**config.mk**
```make
export PLATFORM = sky130hd
export DESIGN_NAME = acc_shift_seq_flat
export DESIGN_NICKNAME = d
export VERILOG_FILES = /design/src/rtl/acc_shift_seq_if.sv /design/src/rtl/acc_shift_seq.sv /design/src/flat_wrapper.sv
export SDC_FILE = /design/constraint.sdc
export NUM_CORES = 1
export LEC_CHECK = 0
export BUFFER_PORTS_ARGS = -buffer_cell sky130_fd_sc_hd__buf_2
export CORE_ASPECT_RATIO = 0.75
export CORE_MARGIN = 5
export CORE_UTILIZATION = 50
export CTS_CLUSTER_SIZE = 30
export DETAILED_ROUTE_END_ITERATION = 10
export PLACE_DENSITY = 0.85
export SYNTH_ARGS = -nofsm -noshare
export SYNTH_HDL_FRONTEND = slang
export SYNTH_SLANG_ARGS = --single-unit
```
**constraint.sdc**
```tcl
create_clock -name clk -period 3.9 [get_ports clk]
set_input_delay 0.195 -clock clk [delete_from_list [all_inputs] [get_ports clk]]
set_output_delay 0.195 -clock clk [all_outputs]
set_load 0.01 [all_outputs]
```
**src/rtl/acc_shift_seq_if.sv**
```systemverilog
// Bus bundle for acc_shift_seq: manual-mode controls, sequencer handshake and register outputs.
interface acc_shift_seq_if #(
  parameter int unsigned WIDTH   = 8,
  parameter int unsigned SHAMT_W = 5
);
  logic               ah_reset;
  logic               ah_inen;
  logic [WIDTH-1:0]   ah_in;
  logic [WIDTH-1:0]   aludata;
  logic               carry_out;
  logic [1:0]         hs;
  logic [1:0]         ls;
  logic               start;
  logic [SHAMT_W-1:0] shamt;
  logic               dir;
  logic [1:0]         fmode;
  logic [WIDTH-1:0]   ah_out;
  logic [WIDTH-1:0]   al_out;
  logic               busy;
  logic               done;
  logic               sh_flag;

  // Driver side (datapath control)
  modport master (
    output ah_reset, ah_inen, ah_in, aludata, carry_out, hs, ls,
           start, shamt, dir, fmode,
    input  ah_out, al_out, busy, done, sh_flag
  );

  // Accumulator side
  modport slave (
    input  ah_reset, ah_inen, ah_in, aludata, carry_out, hs, ls,
           start, shamt, dir, fmode,
    output ah_out, al_out, busy, done, sh_flag
  );
endinterface

```
**src/rtl/acc_shift_seq.sv**
```systemverilog
// Double-width accumulator {AH,AL} with per-half manual modes and a multi-cycle
// shift sequencer (busy/done handshake). Optional macro ROTATE_EN enables
// rotate fill for fmode=11; without it fmode=11 is a zero fill.
module acc_shift_seq #(
  parameter int unsigned WIDTH   = 8,
  parameter int unsigned SHAMT_W = 5
) (
  input  logic           clk,
  input  logic           clr_n,
  acc_shift_seq_if.slave bus
);

  localparam int unsigned PW = 2 * WIDTH;

  typedef enum logic {
    S_IDLE = 1'b0,
    S_BUSY = 1'b1
  } state_t;

  state_t             state_q;
  logic [WIDTH-1:0]   ah_q;
  logic [WIDTH-1:0]   al_q;
  logic [SHAMT_W-1:0] cnt_q;
  logic               dir_q;
  logic [1:0]         fmode_q;
  logic               done_q;
  logic               sh_flag_q;

  logic [WIDTH-1:0]   ah_man_d;
  logic [WIDTH-1:0]   al_man_d;
  logic [PW-1:0]      pair_c;
  logic [PW-1:0]      pair_sh_d;
  logic               out_bit_c;
  logic               fill_bit_c;
  logic [SHAMT_W-1:0] cnt_start_d;

  // Manual per-half next values; both halves see the old register contents
  always_comb begin
    ah_man_d = ah_q;
    al_man_d = al_q;
    unique case (bus.hs)
      2'b00:   ah_man_d = bus.ah_inen ? bus.ah_in : bus.aludata;
      2'b01:   ah_man_d = {ah_q[WIDTH-2:0], al_q[WIDTH-1]};
      2'b10:   ah_man_d = {bus.carry_out, ah_q[WIDTH-1:1]};
      default: ah_man_d = ah_q;
    endcase
    if (bus.ah_reset) ah_man_d = '0;
    unique case (bus.ls)
      2'b00:   al_man_d = ah_q;
      2'b01:   al_man_d = {al_q[WIDTH-2:0], bus.carry_out};
      2'b10:   al_man_d = {ah_q[0], al_q[WIDTH-1:1]};
      default: al_man_d = al_q;
    endcase
  end

  // One-step shift of the pair in the latched direction with the latched fill
  always_comb begin
    pair_c     = {ah_q, al_q};
    out_bit_c  = dir_q ? pair_c[0] : pair_c[PW-1];
    fill_bit_c = 1'b0;
    case (fmode_q)
      2'b01:   fill_bit_c = dir_q ? pair_c[PW-1] : 1'b0;
      2'b10:   fill_bit_c = bus.carry_out;
`ifdef ROTATE_EN
      2'b11:   fill_bit_c = out_bit_c;
`endif
      default: fill_bit_c = 1'b0;
    endcase
    pair_sh_d   = dir_q ? {fill_bit_c, pair_c[PW-1:1]} : {pair_c[PW-2:0], fill_bit_c};
    cnt_start_d = (bus.shamt > SHAMT_W'(PW)) ? SHAMT_W'(PW) : bus.shamt;
  end

  // Sequencer FSM and accumulator registers
  always_ff @(posedge clk or negedge clr_n) begin
    if (!clr_n) begin
      state_q   <= S_IDLE;
      ah_q      <= '0;
      al_q      <= '0;
      cnt_q     <= '0;
      dir_q     <= 1'b0;
      fmode_q   <= 2'b00;
      done_q    <= 1'b0;
      sh_flag_q <= 1'b0;
    end else begin
      done_q <= 1'b0;
      case (state_q)
        S_IDLE: begin
          if (bus.start) begin
            if (bus.shamt != '0) begin
              dir_q   <= bus.dir;
              fmode_q <= bus.fmode;
              cnt_q   <= cnt_start_d;
              state_q <= S_BUSY;
            end else begin
              done_q <= 1'b1;
            end
          end else begin
            ah_q <= ah_man_d;
            al_q <= al_man_d;
          end
        end
        S_BUSY: begin
          if (bus.ah_reset) begin
            ah_q    <= '0;
            cnt_q   <= '0;
            state_q <= S_IDLE;
          end else begin
            {ah_q, al_q} <= pair_sh_d;
            sh_flag_q    <= out_bit_c;
            cnt_q        <= cnt_q - SHAMT_W'(1);
            if (cnt_q == SHAMT_W'(1)) begin
              state_q <= S_IDLE;
              done_q  <= 1'b1;
            end
          end
        end
        default: state_q <= S_IDLE;
      endcase
    end
  end

  assign bus.ah_out  = ah_q;
  assign bus.al_out  = al_q;
  assign bus.busy    = (state_q == S_BUSY);
  assign bus.done    = done_q;
  assign bus.sh_flag = sh_flag_q;

endmodule

```
**src/flat_wrapper.sv**
```systemverilog
// flat-port wrapper written by rule: the top's interface ports become plain ports
module acc_shift_seq_flat 
#(
  parameter int unsigned WIDTH   = 8,
  parameter int unsigned SHAMT_W = 5
)
  (clk, clr_n, bus_ah_reset, bus_ah_inen, bus_ah_in, bus_aludata, bus_carry_out, bus_hs, bus_ls, bus_start, bus_shamt, bus_dir, bus_fmode, bus_ah_out, bus_al_out, bus_busy, bus_done, bus_sh_flag);
  acc_shift_seq_if #(.WIDTH(WIDTH), .SHAMT_W(SHAMT_W)) bus_i ();
  input  logic clk;
  input  logic clr_n;
  input wire logic [$bits(bus_i.ah_reset)-1:0] bus_ah_reset;
  input wire logic [$bits(bus_i.ah_inen)-1:0] bus_ah_inen;
  input wire logic [$bits(bus_i.ah_in)-1:0] bus_ah_in;
  input wire logic [$bits(bus_i.aludata)-1:0] bus_aludata;
  input wire logic [$bits(bus_i.carry_out)-1:0] bus_carry_out;
  input wire logic [$bits(bus_i.hs)-1:0] bus_hs;
  input wire logic [$bits(bus_i.ls)-1:0] bus_ls;
  input wire logic [$bits(bus_i.start)-1:0] bus_start;
  input wire logic [$bits(bus_i.shamt)-1:0] bus_shamt;
  input wire logic [$bits(bus_i.dir)-1:0] bus_dir;
  input wire logic [$bits(bus_i.fmode)-1:0] bus_fmode;
  output wire logic [$bits(bus_i.ah_out)-1:0] bus_ah_out;
  output wire logic [$bits(bus_i.al_out)-1:0] bus_al_out;
  output wire logic [$bits(bus_i.busy)-1:0] bus_busy;
  output wire logic [$bits(bus_i.done)-1:0] bus_done;
  output wire logic [$bits(bus_i.sh_flag)-1:0] bus_sh_flag;
  assign bus_i.ah_reset = bus_ah_reset;
  assign bus_i.ah_inen = bus_ah_inen;
  assign bus_i.ah_in = bus_ah_in;
  assign bus_i.aludata = bus_aludata;
  assign bus_i.carry_out = bus_carry_out;
  assign bus_i.hs = bus_hs;
  assign bus_i.ls = bus_ls;
  assign bus_i.start = bus_start;
  assign bus_i.shamt = bus_shamt;
  assign bus_i.dir = bus_dir;
  assign bus_i.fmode = bus_fmode;
  assign bus_ah_out = bus_i.ah_out;
  assign bus_al_out = bus_i.al_out;
  assign bus_busy = bus_i.busy;
  assign bus_done = bus_i.done;
  assign bus_sh_flag = bus_i.sh_flag;
  acc_shift_seq #(.WIDTH(WIDTH), .SHAMT_W(SHAMT_W)) u_core (.clk(clk), .clr_n(clr_n), .bus(bus_i));
endmodule
```
==> results.py, run 1 <==
metrics = {
    "grt": {
        "antenna_found_initial": 0,
        "grt_pass1_wl_mm": 8.35,
        "grt_pass1_vias": 1804,
        "overflow": 0,
        "grt_max_degree": 31,
        "grt_use_total": 0.183,
    },
    "cts": {
        "cts_buffer_depth": 2,
        "cts_tree": "done",
        "clkTransAtPathRegs_ns": 0.09,
        "cts_buffers": 3,
        "worstSkewPairLatency_ns": 0.27,
        "post_cts_resized": 0,
        "clock_sinks": 27,
        "h-tree-depth": 1,
        "cts-root-buf": "clkbuf_8",
    },
    "cells_and_area": {
        "fin_area_mm2": 0.00234,
        "final_util": 0.585,
        "fillerInstances": 385,
        "mostFrequentLayoutCells": "buf_2 (52), dfrtp_1 (27), nand2_1 (23)",
        "fin_cells": 329,
        "fin_nets": 319,
        "layout-drive-gt1-share": 0.248,
        "final_common_cell": "buf_2",
        "antennaDiodeCount": 0,
        "area_growth_pct": 14.9,
    },
    "routing": {
        "drc": 0,
        "drt-initial-drc-count": 139,
        "avgViaCountPerCell": 5.83,
        "ant_nets": 0,
        "wl_per_cell_um": 14.9,
        "vias": 1918,
        "firstDrtPassIters": 5,
        "wirelength_mm": 4.91,
    },
    "setup_path": {
        "arrival_ns": 2.46,
        "r2r_cells": 4,
        "crit_family": "flip-flops",
        "cpMaxStageDelayCell": "dfrtp_1",
        "r2r_start": "u_core.bus.busy",
        "worstPathMaxFanout": 30,
        "path_cells": "nand2b_1 > o31a_1 > nand2_1 > o21ai_0",
        "path_buf_inv": 0,
        "crit_path_end_kind": "register",
        "cp.required_ns": 4.04,
        "start_kind": "register",
        "r2r_setup_slack_ns": 1.58,
        "crit_cells": 4,
        "critPathLaunch": "u_core.bus.busy",
        "setup.worst_path.class": "reg -> reg",
        "cpPeakStageDelay_ns": 0.97,
        "crit_end": "u_core.bus.al_out[0]",
        "regToRegEndpoint": "u_core.bus.al_out[0]",
    },
    "sta": {
        "fin_crit_sh": 0.595,
        "rsz0062_at_grt": "no",
        "setup_viol": 0,
        "drv_slew": 0,
        "worst_slack_ns": 1.58,
        "worstMarginPinSlew_ns": 0.938,
        "finalClockSkew_ns": 0.00411,
        "setup_tns_ns": 0,
        "fmax_mhz": 431,
        "fin_hold_ws_ns": 0.149,
        "slew_headroom": 0.374,
        "fin_crit_ns": 2.32,
        "finalHoldViolCount": 0,
    },
    "synthesis": {
        "synthTopCellsByArea": "dfrtp_1 (33%), mux2i_1 (7.9%), a22oi_1 (6.3%), ha_1 (6.1%), a21oi_1 (4.9%)",
        "yosysTopAreaCell": "dfrtp_1",
        "syn_nets": 279,
        "yosysWarningCount": 0,
        "synth_top_cell_area_share": 0.331,
        "ys_ff_latch": 27,
        "netlist-cell-type-count": 41,
        "synth_edf_count": 0,
        "syn_inst": 235,
        "syn_area_mm2": 0.00204,
        "async_reset_ff_frac": 1.00,
        "synth_flop_cell": "dfrtp_1",
        "synth_seq_area_share": 0.331,
        "syn_area_per_cell_um2": 8.68,
    },
    "floorplanning": {
        "core_area_mm2": 0.00400,
        "io_pins": 53,
        "initial_core_util": 0.509,
        "die_h_um": 65.3,
        "die_x_um": 83.7,
        "dieArea_mm2": 0.00547,
        "rows": 20,
    },
    "pwr": {
        "power.density_mw_per_mm2": 528,
        "p_total_mw": 1.24,
        "peakVddDrop_v": 0.000268,
        "p_leak_nw": 1.12,
    },
    "status": {
        "outcome": "finished clean",
    },
    "worst_hold_path": {
        "hold_path_class": "in -> reg",
    },
    "place": {
        "place_hpwl_mm": 3.68,
        "io_buffer_count": 52,
        "pre_cts_ws_ns": 1.62,
        "place_inst": 324,
        "placed_area_mm2": 0.00229,
        "place_congestion": 0.836,
    },
    "job": {
        "drv_cap": 0,
    },
}
## worst min-delay path by stage
stage,cells past startpoint,startpoint,end,slack (ns)
after floorplan,0,clr_n,u_core.bus.ah_out[0],-0.10
after global placement,1,clr_n,u_core.bus.ah_out[3],0.23
after detailed placement,1,clr_n,u_core.bus.ah_out[5],0.24
after CTS,2,bus_fmode[0],u_core.fmode_q[0],0.14
after global routing,2,bus_fmode[0],u_core.fmode_q[0],0.15
final,2,bus_fmode[0],u_core.fmode_q[0],0.15
## power breakdown
group / total [mW] / internal [mW] / switching [mW]
combinational: 0.523 / 0.260 / 0.263
sequential: 0.554 / 0.373 / 0.181
clock: 0.160 / 0.0733 / 0.0865
total: 1.24 / 0.706 / 0.530
## per-layer routing
layer,GRT usage,part of all wire,wire [µm]
met5,0,0,0
met4,0.0301,0.0053,26
met3,0.0451,0.066,326
met2,0.334,0.50,2450
met1,0.224,0.43,2110
## final cells by class
cell class / instances / area, µm² / area share
repair buffers: 53 / 270 / 0.115
inverters: 11 / 41.3 / 0.0176
multi-input cells: 179 / 1240 / 0.530
flip-flops and latches: 27 / 676 / 0.288
clock buffers: 4 / 45.0 / 0.0192
well taps: 55 / 68.8 / 0.0294
## worst reg2reg max path, cell delays in order, from the launching register on
cell      delay, ns
dfrtp_1        0.97
nand2b_1       0.60
o31a_1         0.41
nand2_1        0.13
o21ai_0        0.09
## state kept, by name (all words and copies together) (netlist names)
register,flops
u_core.bus.al_out,8
u_core.dir_q,1
u_core.bus.done,1
u_core.bus.busy,1
u_core.fmode_q,2
u_core.cnt_q,5
u_core.bus.sh_flag,1
u_core.bus.ah_out,8
## cell families after synthesis
family	share of synthesized area
flops	0.331
mux	0.106
xor+xnor	0.00430
fa+ha+maj	0.0613
compound gates	0.282
buf+inv	0.0595
simple gates	0.155
## synth_stat cells (2+ instances only)
library cell,n
a211oi_1,6
a21oi_1,20
a221o_1,6
a22oi_1,17
a31oi_1,2
buf_2,7
clkbuf_1,9
dfrtp_1,27
ha_1,10
inv_1,11
mux2_4,3
mux2i_1,16
nand2_1,23
nand2b_1,2
nor2_1,22
nor2b_1,7
nor3_1,2
nor3b_1,2
o211ai_1,2
o21ai_0,19
o22ai_1,2
## what timing repair did
item / in CTS / in global routing
setup buffers: 0 / 0
hold endpoints to repair: 27 / 0
hold buffers: 1 / 0
(Power assumes the default switching activity.)
==> run 2, diff against run 1 <==
==> constraint.sdc (replaced) <==
create_clock -name clk -period 2.4 [get_ports clk]
set_input_delay 0.12 -clock clk [delete_from_list [all_inputs] [get_ports clk]]
set_output_delay 0.12 -clock clk [all_outputs]
set_load 0.01 [all_outputs]
==> results.py, run 2 (synthesis results as in run 1) <==
metrics = {
    "cells_and_area": {
        "antennaDiodeCount": 0,
        "fillerInstances": 360,
        "final_common_cell": "buf_2",
        "mostFrequentLayoutCells": "buf_2 (52), dfrtp_1 (27), nand2_1 (23)",
        "fin_cells": 332,
        "area_growth_pct": 16.0,
        "fin_nets": 322,
        "layout-drive-gt1-share": 0.256,
    },
    "sta": {
        "fmax_mhz": 569,
        "drv_slew": 0,
        "finalClockSkew_ns": 0.00598,
        "worstMarginPinSlew_ns": 0.639,
        "rsz0062_at_grt": "no",
        "setup_tns_ns": 0,
        "fin_crit_ns": 1.76,
        "setup_viol": 0,
        "slew_headroom": 0.570,
        "fin_crit_sh": 0.732,
        "finalHoldViolCount": 0,
        "fin_hold_ws_ns": 0.0746,
    },
    "setup_path": {
        "worstPathMaxFanout": 15,
        "cpMaxStageDelayCell": "o41ai_4",
        "setup.worst_path.class": "reg -> reg",
        "r2r_start": "u_core.bus.busy",
        "cp.required_ns": 2.56,
        "crit_path_end_kind": "register",
        "arrival_ns": 1.92,
        "crit_family": "compound AO/OA/AOI/OAI gates",
        "start_kind": "register",
        "path_buf_inv": 0,
        "cpPeakStageDelay_ns": 0.64,
        "path_cells": "o41ai_4 > a31oi_1 > a32o_1",
        "critPathLaunch": "u_core.bus.busy",
    },
    "cts": {
        "h-tree-depth": 1,
        "cts-root-buf": "clkbuf_8",
        "cts_buffer_depth": 2,
        "ctsHoldBuffers": 1,
        "post_cts_resized": 0,
        "cts_buffers": 3,
        "cts_setup_buffers": 0,
        "worstSkewPairLatency_ns": 0.27,
        "clock_sinks": 27,
        "cts_tree": "done",
        "clkTransAtPathRegs_ns": 0.09,
    },
    "place": {
        "io_buffer_count": 52,
        "place_congestion": 0.861,
        "place_hpwl_mm": 3.68,
        "place_inst": 327,
    },
    "pwr": {
        "peakVddDrop_v": 0.000526,
        "switching_share": 0.426,
        "combPwrFrac": 0.441,
        "p_switching_uw": 862,
        "power.share.sequential": 0.430,
        "power.density_mw_per_mm2": 854,
        "p_total_mw": 2.02,
        "p_clk_frac": 0.128,
        "p_leak_nw": 1.13,
        "internal_power_mw": 1.16,
    },
    "status": {
        "outcome": "finished clean",
    },
    "grt": {
        "grt_pass1_wl_mm": 8.21,
        "antenna_found_initial": 0,
        "grt_use_total": 0.183,
        "grt_pass1_vias": 1719,
        "overflow": 0,
        "grt_max_degree": 28,
    },
    "routing": {
        "wirelength_mm": 4.91,
        "drt-initial-drc-count": 142,
        "firstDrtPassIters": 4,
        "ant_nets": 0,
        "wl_per_cell_um": 14.8,
        "vias": 1901,
        "avgViaCountPerCell": 5.73,
        "drc": 0,
    },
    "floorplanning": {
        "die_h_um": 65.3,
        "rows": 20,
        "die_x_um": 83.7,
        "io_pins": 53,
        "core_area_mm2": 0.00400,
        "initial_core_util": 0.509,
        "dieArea_mm2": 0.00547,
    },
    "worst_hold_path": {
        "worstHoldStart": "bus_fmode[1]",
        "hold_path_class": "in -> reg",
    },
    "job": {
        "drv_cap": 0,
    },
}
==> run 2: final cells by class <==
type | count | area [µm²] | share of cell area
well taps | 55 | 68.8 | 0.0291
clock buffers | 4 | 45.0 | 0.0190
multi-input cells | 179 | 1240 | 0.525
repair buffers | 56 | 293 | 0.124
flip-flops and latches | 27 | 676 | 0.286
inverters | 11 | 41.3 | 0.0175
==> run 2: power groups by stage <==
stage                     logic [mW]  registers (mW)  clock network [mW]
after global routing            1.01           0.898               0.290
after floorplan                0.636           0.824                   0
after global placement         0.867           0.867                   0
final                          0.892           0.870               0.260
after CTS                      0.898           0.866               0.270
after detailed placement       0.894           0.873                   0
==> run 2: worst reg2reg max path: stages, from the launching register on <==
cell and delay (ns):
dfrtp_1 0.61, o41ai_4 0.65, a31oi_1 0.10, a32o_1 0.29
==> run 2: path summary, 6_finish.rpt <==
kind	slack, ns	to	cells after the start
worst max-delay path	0.64	u_core.bus.ah_out[6]	3
worst min-delay path	0.07	u_core.fmode_q[1]	2
worst max register to register	0.64	u_core.bus.ah_out[6]	3
worst min register to register	0.51	u_core.bus.sh_flag	2
max in group asynchronous	1.60	u_core.dir_q	2
min in group asynchronous	0.39	u_core.bus.ah_out[1]	2
==> run 2: through the flow <==
step	setup slack [ns]	instance area (µm²)	utilization
floorplan	0.856	2040	-
global placement	0.517	2310	0.577
detailed placement	0.411	2310	0.577
CTS	0.688	2370	0.591
global route	0.554	2370	0.591
finish	0.644	2370	0.591
==> run 2: routing by layer <==
metal / share of wire / vias up / wire, µm / global-route usage
li1: - / 938 / - / -
met1: 0.46 / 898 / 2250 / 0.244
met2: 0.47 / 58 / 2320 / 0.303
met3: 0.061 / 7 / 301 / 0.0401
met4: 0.010 / 0 / 51 / 0.0522
met5: 0 / - / 0 / 0
==> run 3, diff against run 2 <==
==> constraint.sdc (replaced) <==
create_clock -name clk -period 1.65 [get_ports clk]
set_input_delay 0.0825 -clock clk [delete_from_list [all_inputs] [get_ports clk]]
set_output_delay 0.0825 -clock clk [all_outputs]
set_load 0.01 [all_outputs]
==> results.py, run 3 (synthesis results as in run 1) <==
metrics = {
    "status": {
        "outcome": "finished clean",
    },
    "cts": {
        "clock_sinks": 27,
        "worstSkewPairLatency_ns": 0.28,
        "cts_buffer_depth": 2,
        "clkTransAtPathRegs_ns": 0.09,
        "cts_buffers": 3,
        "h-tree-depth": 1,
        "cts-root-buf": "clkbuf_8",
        "post_cts_resized": 0,
        "cts_tree": "done",
    },
    "floorplanning": {
        "rows": 20,
        "die_h_um": 65.3,
        "core_area_mm2": 0.00400,
        "initial_core_util": 0.509,
        "die_x_um": 83.7,
        "io_pins": 53,
        "dieArea_mm2": 0.00547,
    },
    "cells_and_area": {
        "layout-drive-gt1-share": 0.288,
        "mostFrequentLayoutCells": "buf_2 (52), dfrtp_1 (27), nand2_1 (23)",
        "antennaDiodeCount": 0,
        "fin_nets": 333,
        "area_growth_pct": 20.7,
        "final_common_cell": "buf_2",
    },
    "routing": {
        "wl_per_cell_um": 14.9,
        "firstDrtPassIters": 4,
        "drt-initial-drc-count": 220,
        "avgViaCountPerCell": 5.78,
        "ant_nets": 0,
        "wirelength_mm": 5.10,
        "drc": 0,
        "vias": 1984,
    },
    "grt": {
        "grt_max_degree": 28,
        "overflow": 0,
        "grt_pass1_wl_mm": 8.38,
        "grt_use_total": 0.186,
        "grt_pass1_vias": 1856,
        "antenna_found_initial": 0,
    },
    "sta": {
        "fin_crit_ns": 1.46,
        "fmax_mhz": 684,
        "slew_headroom": 0.586,
        "drv_slew": 0,
        "fin_hold_ws_ns": 0.0310,
        "setup_tns_ns": 0,
        "worstMarginPinSlew_ns": 0.621,
        "finalClockSkew_ns": 0.0107,
        "worst_slack_ns": 0.188,
        "finalHoldViolCount": 0,
        "fin_crit_sh": 0.886,
        "setup_viol": 0,
        "rsz0062_at_grt": "no",
    },
    "setup_path": {
        "cpMaxStageDelayCell": "dfrtp_1",
        "setup.worst_path.class": "reg -> reg",
        "start_kind": "register",
        "cpPeakStageDelay_ns": 0.42,
        "crit_path_end_kind": "register",
        "path_cells": "buf_4 > nand2b_1 > nor2_1 > a21o_1 > a311o_2",
        "worstPathMaxFanout": 7,
        "arrival_ns": 1.62,
        "cp.required_ns": 1.81,
    },
    "pwr": {
        "p_total_mw": 3.04,
        "peakVddDrop_v": 0.000669,
        "power.density_mw_per_mm2": 1240,
        "p_leak_nw": 1.19,
    },
    "place": {
        "io_buffer_count": 52,
        "place_congestion": 0.832,
        "place_hpwl_mm": 3.83,
        "pre_cts_ws_ns": 0.117,
    },
    "worst_hold_path": {
        "hold_path_class": "in -> reg",
    },
    "job": {
        "drv_cap": 0,
    },
}
-- run 3: cell count changes in the layout (fill, tap and decap cells not counted) --
| cell | before | now |
|---|---|---|
| buf_12 | 0 | 1 |
| buf_4 | 3 | 13 |
| clkbuf_1 | 1 | 0 |
| clkinv_2 | 0 | 1 |
-- run 3: metal layers --
layer / routed length (µm) / global-route usage / vias to the layer above
met5: 0 / 0 / -
met3: 395 / 0.0514 / 4
met4: 38 / 0.0462 / 0
met2: 2550 / 0.329 / 79
met1: 2110 / 0.226 / 939
li1: - / - / 962
-- run 3: where the power goes --
group | switching (mW) | internal [mW] | total [mW]
combinational | 0.754 | 0.698 | 1.45
clock | 0.217 | 0.170 | 0.387
sequential | 0.321 | 0.884 | 1.21
-- run 3: final timing paths --
path / from / endpoint / slack [ns] / cells after the start
max: u_core.bus.busy / u_core.cnt_q[3] / 0.19 / 5
min reg2reg: u_core.bus.sh_flag / u_core.bus.sh_flag / 0.50 / 2
max reg2reg: u_core.bus.busy / u_core.cnt_q[3] / 0.19 / 5
min in group asynchronous: clr_n / u_core.bus.ah_out[1] / 0.33 / 2
max in group asynchronous: clr_n / u_core.cnt_q[3] / 0.89 / 2
min: bus_fmode[0] / u_core.fmode_q[0] / 0.03 / 2
-- run 3: cell type report --
| class | instances | area, µm² |
|---|---|---|
| clock buffer | 3 | 41.3 |
| clock inverter | 1 | 5.00 |
| sequential | 27 | 676 |
| timing repair buffer | 67 | 388 |
| fill | 353 | 1540 |
| tap | 55 | 68.8 |
| inverter | 11 | 41.3 |
| multi-input combinational | 179 | 1240 |
-- run 3: critical path, delay by kind of cell, from the launching register on --
kind                   cells  cell delay [ns]
AOI/OAI and AO/OA          2             0.46
DFF                        1             0.42
and+or+nand+nor            2             0.30
buffers and inverters      1             0.17
-- run 3: per-stage QoR --
| stage | std cells | instance area [µm²] | util |
|---|---|---|---|
| after floorplan | 235 | 2040 | - |
| after global placement | 338 | 2410 | 0.601 |
| after detailed placement | 338 | 2410 | 0.601 |
| after CTS | 343 | 2460 | 0.615 |
| after global routing | 343 | 2460 | 0.615 |
| final | 343 | 2460 | 0.615 |
-- run 3: repair_timing --
item | in CTS | in global routing
buffers inserted | 0 | 0
hold buffers | 1 | 0
endpoints found under the setup margin | 0 | 0
endpoints found under the hold margin | 27 | 0
